$ cat config.mk
export PLATFORM = sky130hd
export DESIGN_NAME = riscv_trap_sequencer
export DESIGN_NICKNAME = d
export VERILOG_FILES = /design/src/rtl/riscv_trap_sequencer.sv
export SDC_FILE = /design/constraint.sdc
export NUM_CORES = 1
export LEC_CHECK = 0
export CAP_MARGIN = 15
export CORE_AREA = 2 2 205 207
export CTS_CLUSTER_DIAMETER = 60
export DETAILED_ROUTE_END_ITERATION = 10
export DIE_AREA = 0 0 207 209
export GPL_TIMING_DRIVEN = 1
export SYNTH_ARGS = -nofsm -noshare
export SYNTH_HDL_FRONTEND = slang
export SYNTH_SLANG_ARGS = --single-unit
$ cat constraint.sdc
create_clock -name i_riscv_trap_clk -period 9.75 [get_ports i_riscv_trap_clk]
set_input_delay 1.4625 -clock i_riscv_trap_clk [delete_from_list [all_inputs] [get_ports i_riscv_trap_clk]]
set_output_delay 1.4625 -clock i_riscv_trap_clk [all_outputs]
set_load 0.03 [all_outputs]
$ cat src/rtl/riscv_trap_sequencer.sv
// Machine-mode trap sequencer: accepts a memory-stage exception or MRET, writes the trap CSRs,
// flushes the pipeline for a fixed number of cycles, then hands a redirect PC to fetch.
module riscv_trap_sequencer #(
  parameter int unsigned XLEN         = 64,
  parameter int unsigned FLUSH_CYCLES = 2  // legal range 1..15 (4-bit down-counter)
) (
  input  logic            i_riscv_trap_clk,
  input  logic            i_riscv_trap_rst,
  input  logic            i_riscv_trap_valid,
  input  logic            i_riscv_trap_inst_misalign,
  input  logic            i_riscv_trap_load_misalign,
  input  logic            i_riscv_trap_store_misalign,
  input  logic            i_riscv_trap_ecall,
  input  logic            i_riscv_trap_mret,
  input  logic [XLEN-1:0] i_riscv_trap_pc,
  input  logic [XLEN-1:0] i_riscv_trap_addr,
  input  logic [XLEN-1:0] i_riscv_trap_mtvec,
  input  logic [XLEN-1:0] i_riscv_trap_mepc,
  input  logic            i_riscv_trap_redirect_ready,
  output logic            o_riscv_trap_stall,
  output logic            o_riscv_trap_flush,
  output logic            o_riscv_trap_csr_we,
  output logic [XLEN-1:0] o_riscv_trap_mcause,
  output logic [XLEN-1:0] o_riscv_trap_mepc,
  output logic [XLEN-1:0] o_riscv_trap_mtval,
  output logic            o_riscv_trap_redirect_valid,
  output logic [XLEN-1:0] o_riscv_trap_redirect_pc
);

  typedef enum logic [1:0] {
    StIdle,
    StCapture,
    StFlush,
    StRedirect
  } state_e;

  localparam logic [3:0] FlushLoad = 4'(FLUSH_CYCLES - 1);

  state_e          r_state;
  state_e          w_state_d;
  logic [3:0]      r_flush_cnt;
  logic [3:0]      w_flush_cnt_d;
  logic [XLEN-1:0] r_mcause;
  logic [XLEN-1:0] r_mepc;
  logic [XLEN-1:0] r_mtval;
  logic [XLEN-1:0] r_target;

  logic            w_idle;
  logic            w_misalign;
  logic            w_exc;
  logic            w_accept_exc;
  logic            w_accept_mret;
  logic [XLEN-1:0] w_cause;
  logic [XLEN-1:0] w_mtval;
  logic [XLEN-1:0] w_exc_target;
  logic [XLEN-1:0] w_mret_target;

  // Event decode; flags only matter in IDLE with a valid memory-stage instruction.
  always_comb begin
    w_idle        = (r_state == StIdle);
    w_misalign    = i_riscv_trap_inst_misalign | i_riscv_trap_load_misalign |
                    i_riscv_trap_store_misalign;
    w_exc         = w_misalign | i_riscv_trap_ecall;
    w_accept_exc  = w_idle & i_riscv_trap_valid & w_exc;
    w_accept_mret = w_idle & i_riscv_trap_valid & i_riscv_trap_mret & ~w_exc;

    w_cause = XLEN'(11);
    if (i_riscv_trap_inst_misalign) begin
      w_cause = XLEN'(0);
    end else if (i_riscv_trap_load_misalign) begin
      w_cause = XLEN'(4);
    end else if (i_riscv_trap_store_misalign) begin
      w_cause = XLEN'(6);
    end

    w_mtval       = w_misalign ? i_riscv_trap_addr : '0;
    w_exc_target  = i_riscv_trap_mtvec & ~XLEN'(3);
    w_mret_target = i_riscv_trap_mepc & ~XLEN'(1);
  end

  always_comb begin
    w_state_d     = r_state;
    w_flush_cnt_d = r_flush_cnt;
    unique case (r_state)
      StIdle: begin
        if (w_accept_exc) begin
          w_state_d = StCapture;
        end else if (w_accept_mret) begin
          w_state_d     = StFlush;
          w_flush_cnt_d = FlushLoad;
        end
      end
      StCapture: begin
        w_state_d     = StFlush;
        w_flush_cnt_d = FlushLoad;
      end
      StFlush: begin
        if (r_flush_cnt == 4'd0) begin
          w_state_d = StRedirect;
        end else begin
          w_flush_cnt_d = r_flush_cnt - 4'd1;
        end
      end
      StRedirect: begin
        if (i_riscv_trap_redirect_ready) begin
          w_state_d = StIdle;
        end
      end
      default: w_state_d = StIdle;
    endcase
  end

  always_ff @(posedge i_riscv_trap_clk or posedge i_riscv_trap_rst) begin
    if (i_riscv_trap_rst) begin
      r_state     <= StIdle;
      r_flush_cnt <= 4'd0;
    end else begin
      r_state     <= w_state_d;
      r_flush_cnt <= w_flush_cnt_d;
    end
  end

  // Cause/PC/tval hold until the next exception; MRET only replaces the redirect target.
  always_ff @(posedge i_riscv_trap_clk or posedge i_riscv_trap_rst) begin
    if (i_riscv_trap_rst) begin
      r_mcause <= '0;
      r_mepc   <= '0;
      r_mtval  <= '0;
      r_target <= '0;
    end else if (w_accept_exc) begin
      r_mcause <= w_cause;
      r_mepc   <= i_riscv_trap_pc;
      r_mtval  <= w_mtval;
      r_target <= w_exc_target;
    end else if (w_accept_mret) begin
      r_target <= w_mret_target;
    end
  end

  always_comb begin
    o_riscv_trap_stall          = ~w_idle | w_accept_exc | w_accept_mret;
    o_riscv_trap_flush          = (r_state == StFlush);
    o_riscv_trap_csr_we         = (r_state == StCapture);
    o_riscv_trap_redirect_valid = (r_state == StRedirect);
    o_riscv_trap_mcause         = r_mcause;
    o_riscv_trap_mepc           = r_mepc;
    o_riscv_trap_mtval          = r_mtval;
    o_riscv_trap_redirect_pc    = r_target;
  end

`ifndef SYNTHESIS
  a_csr_we_single: assert property (@(posedge i_riscv_trap_clk) disable iff (i_riscv_trap_rst)
    o_riscv_trap_csr_we |=> !o_riscv_trap_csr_we);

  a_redirect_hold: assert property (@(posedge i_riscv_trap_clk) disable iff (i_riscv_trap_rst)
    (o_riscv_trap_redirect_valid && !i_riscv_trap_redirect_ready) |=>
    (o_riscv_trap_redirect_valid && $stable(o_riscv_trap_redirect_pc)));
`endif

endmodule
# == Word-level counts from Yosys, hierarchy flattened ==
# Cells that the tools add are included.
# W data, S select, Z words.
# totals
reg_bits,262
input_bits,265
output_inout_bits,260
# classes
n_addsub,1
eq_ne,9
mux,15
bitwise_logic,11
reduce_logical,6
# op_table
operator,count
$mux W64,4
$mux W4,5
$pmux W4 S3,1
$mux W2,4
$pmux W2 S4,1
$ne A2 B2 Y1 const B,3
$or A1 B1 Y1,5
$and A1 B1 Y1,4
$eq A2 B2 Y1 const B,2
$logic_not A4 Y1,1
$ne A2 B1 Y1 const B,2
$reduce_and A4 Y1,1
$sub A4 B1 Y4 const B,1
$ne A3 B1 Y1 const B,1
$reduce_and A3 Y1,1
$reduce_bool A3 Y1,1
$eq A2 B1 Y1 const B,1
$logic_not A2 Y1,1
$not A1 Y1,2
$reduce_bool A2 Y1,1

# == Logic depth before layout (Yosys ltp) ==
# depth
word_depth,8
ltp_mapped,10

# == Least setup slack after synthesis ==
# OpenSTA, ideal clock, no wires.
# synth_path
kind,input -> output
from,input port i_riscv_trap_inst_misalign
to,output port o_riscv_trap_stall
t_arrival_ps,2394
required_time_ps,8287
path_slack_ps,5893
cell_stages,3
path_buffers,0
cell_sequence,or4_4 o21ai_1 nand2_1
# synth_via
elab_chain_len,6
word_cells_on_any_way,8
cone_classes,bitwise (8)
# synth_lines
element,line_no,source
"start, declared",10,"input logic i_riscv_trap_inst_misalign,"
$or A1 B1 Y1 * (2 in series),61,w_misalign = i_riscv_trap_inst_misalign | i_riscv_trap_load_misalign |
$or A1 B1 Y1 *,63,w_exc = w_misalign | i_riscv_trap_ecall;
$and A1 B1 Y1 / $not A1 Y1 (equally long branches),"64, 65",
$or A1 B1 Y1 / $and A1 B1 Y1 (equally long branches),"141, 65",
$or A1 B1 Y1 *,141,o_riscv_trap_stall = ~w_idle | w_accept_exc | w_accept_mret;
"end, declared",20,"output logic o_riscv_trap_stall,"
# Mark *: on every way between the ends. The rest lies on a longest branch, timed or not.

# == Final worst setup path ==
# Same ends and word-level chain as after synthesis.

==> results.md <==
- Critical Path AT: 3490 ps
- Router iterations before antenna repair: 4
- P_sw: 1.92 mW
- Critical R2R Launch: r_state[1]
- Number of hold buffers added after CTS: 0
- Vias in the first global route: 7,372
- Clock transition at the registers of the reported paths: 70 ps
- Area occupied by multi-input gates: 2950 um^2
- Root Buffer: clkbuf_16
- CP Launch Type: input pin
- Final WS setup: 4800 ps
- DP HPWL: 20,000 um
- Worst Tran Pin Value: 1070 ps
- P&R area growth vs syn: 64.8%
- Crit path from: i_riscv_trap_inst_misalign
- Post-cts resize count: 0
- Crit path cell chain: clkdlybuf4s50_1, or4_4, o21ai_1, nand2_1, clkdlybuf4s50_1
- Chip Height: 209 um
- Element type at the critical path end: primary output
- Max cap viols: 0
- Sequential Power Share: 30.8%
- DR DRC count: 0
- Die area: 43,300 um^2
- Final WL: 27,600 um
- Initial DRC Count: 250
- Post-synth cell types: 34
- Worst hold path class: reg -> reg
- Layout Nets: 1,479
- VDD IR max: 0.000168 V
- Routed wire per std cell: 15.7 um
- Diode count: 0
- Cells after Synth: 773
- Fill count: 4,171
- Final setup violation count: 0
- Clock Power Share: 17.1%
- Comb power frac: 52.0%
- Most common cell on crit path: clkdlybuf4s50_1
- Sw frac: 41.8%
- Reg2Reg Setup Slack: 6410 ps
- Dpl ws: 4810 ps
- Std-Cell Rows: 75
- Setup tns final: 0 ps
- Cts bufs inserted: 17
- Final slew viol count: 0
- Post-CTS Setup Repair Bufs: 0
- LEAKAGE: 6.52 nW
- Sequential share of the synthesized area: 59.1%
- Die X: 207 um
- I/O Buffers: 460
- Core Util, Final: 33.8%
- First-pass GRT wire length: 42,200 um
- Initial antenna violation count: 1
- CP max-delay cell: or4_4
- Max Fclk: 202 MHz
- Pwr Total: 4.60 mW
- Core Region: 41,300 um^2
- Cell Area, Synth: 8470 um^2
- Critical Path Max Stage Delay: 630 ps
- Type of the worst setup path: in -> out
- Clock Tree Buf Depth: 2
- Worst Path Max Fanout: 5
- Post-DRT Antenna Nets: 0
- Yosys warnings: 0
- Worst EP required: 8290 ps
- Cells on worst reg2reg path: 6
- Share of cells above drive strength 1: 3.94%
- Clock sink total: 200
- Outcome: finished, final reports clean
- RSZ-0062 raised after global routing: no
- End of the critical path: o_riscv_trap_stall
- Hold Vio Cnt, Final: 0
- Detail-routed via count per cell: 4.08
- Skew-Pair Late Insertion Delay: 450 ps
- FF/Latch Area: 5000 um^2
- Htree depth: 4
- Reg-to-Reg End: o_riscv_trap_redirect_pc[19]
- Period utilization: 50.7%
- GPL Wtd Cong: 0.750
- Cell Pwr Density: 329 nW/um^2
- Tmin final: 4950 ps
- Total Routing Usage GR: 12.5%
- Int Pwr: 2.68 mW
- Initial core utilization: 20.5%
- Vias: 7,167
- I/O pin total: 525
- Mean Syn Cell Area: 11.0 um^2
- Skew final: 12.6 ps
- Largest net degree at the start of global routing: 92
- Seq cells post-synth: 200
- CTS tree: built
- Slew HR: 28.5%
- Total grt overflow: 0
[state kept, by name, summed over array words and instances, names as in the netlist]
register,count
o_riscv_trap_mepc,64
o_riscv_trap_mtval,64
o_riscv_trap_redirect_pc,63
r_flush_cnt,4
o_riscv_trap_mcause,3
r_state,2
[how the worst min path moves through the flow]
stage | from | endpoint | slack, ps | depth (start not counted)
after floorplan | r_state[0] | r_state[0] | 540 | 1
after global placement | o_riscv_trap_redirect_pc[12] | o_riscv_trap_redirect_pc[12] | 460 | 1
after detailed placement | o_riscv_trap_mepc[8] | o_riscv_trap_mepc[8] | 460 | 2
after CTS | o_riscv_trap_mepc[63] | o_riscv_trap_mepc[63] | 480 | 2
after global routing | o_riscv_trap_redirect_pc[34] | o_riscv_trap_redirect_pc[34] | 490 | 1
final | o_riscv_trap_mepc[8] | o_riscv_trap_mepc[8] | 470 | 2
[worst max-delay path: cells and delay by family]
kind	cells	cell delay, ps
AND/OR/NAND/NOR	2	700
AO/OA/AOI/OAI	1	200
buffers and inverters	2	1120
[cell type report]
| class | count | share of cell area (%) |
|---|---|---|
| inverters | 9 | 0.296 |
| repair buffers | 467 | 33.4 |
| flip-flops and latches | 200 | 35.8 |
| clock buffers | 18 | 3.15 |
| clock inverters | 12 | 1.42 |
| well taps | 539 | 4.83 |
| multi-input cells | 513 | 21.1 |
[cell usage in the layout (no fill, tap or decap), types with 8 or more instances in the layout]
cell	netlist	layout
dfrtp_1	200	200
a22o_1	103	103
nand2_1	219	219
conb_1	1	61
clkbuf_16	0	17
inv_1	9	8
clkdlybuf4s50_1	0	460
a21o_1	38	38
o21ai_1	25	25
mux2i_1	25	25
[cell families (layout without fill, tap and decap cells)]
group	count (synthesis)	after routing	synth area share [%]
buffers and inverters	120	506	9.16
other	1	61	0.0443
AOI/OAI and AO/OA	181	181	16.6
DFF	200	200	59.1
and+or+nand+nor	239	239	11.1
adders and majority gates	6	6	0.886
muxes	26	26	3.09
[layer usage]
metal	global-route usage, %	up-vias	part of all wire, %
met3	5.11	32	8.1
li1	-	3366	-
met2	20.8	336	49
met5	0	-	0.058
met4	4.41	2	2.1
met1	14.5	3431	41
[power by group through the flow]
stage	registers, mW	clock network (mW)	logic, mW
after floorplan	2.12	0	0.685
after CTS	1.42	0.820	2.42
after global routing	1.46	0.851	2.53
after global placement	1.42	0	2.40
final	1.42	0.788	2.39
after detailed placement	1.43	0	2.42
[cell usage after synthesis, drive strengths merged]
| library cell | n | area [um^2] |
|---|---|---|
| nand3 | 3 | 20.0 |
| nor3b | 1 | 7.51 |
| a21oi | 2 | 10.0 |
| mux2 | 1 | 11.3 |
| mux2i | 25 | 250 |
| o31ai | 2 | 15.0 |
| buf | 103 | 712 |
| a31o | 2 | 17.5 |
| inv | 9 | 33.8 |
| a21o | 38 | 285 |
| nor3 | 2 | 10.0 |
| nor2b | 1 | 6.26 |
| and3 | 1 | 6.26 |
| conb | 1 | 3.75 |
| ha | 6 | 75.1 |
| and2 | 2 | 12.5 |
| a22o | 103 | 902 |
| or4 | 1 | 11.3 |
| o22ai | 1 | 6.26 |
| nand2 | 219 | 822 |
| nand4b | 1 | 8.76 |
| clkbuf | 8 | 30.0 |
| a31oi | 2 | 12.5 |
| nor2 | 6 | 25.0 |
| o21ai | 31 | 159 |
| nand2b | 2 | 12.5 |
| dfrtp | 200 | 5000 |
[per-stage QoR]
stage / std cells / hold WS (ps) / instance area, um^2
finish: 1758 / 474 / 14000
CTS: 1758 / 479 / 14000
floorplan: 833 / 539 / 8700
detailed placement: 1728 / 461 / 13300
global route: 1758 / 486 / 14000
global placement: 1728 / 457 / 13300
No activity file was read; power rests on OpenSTA's default activity.
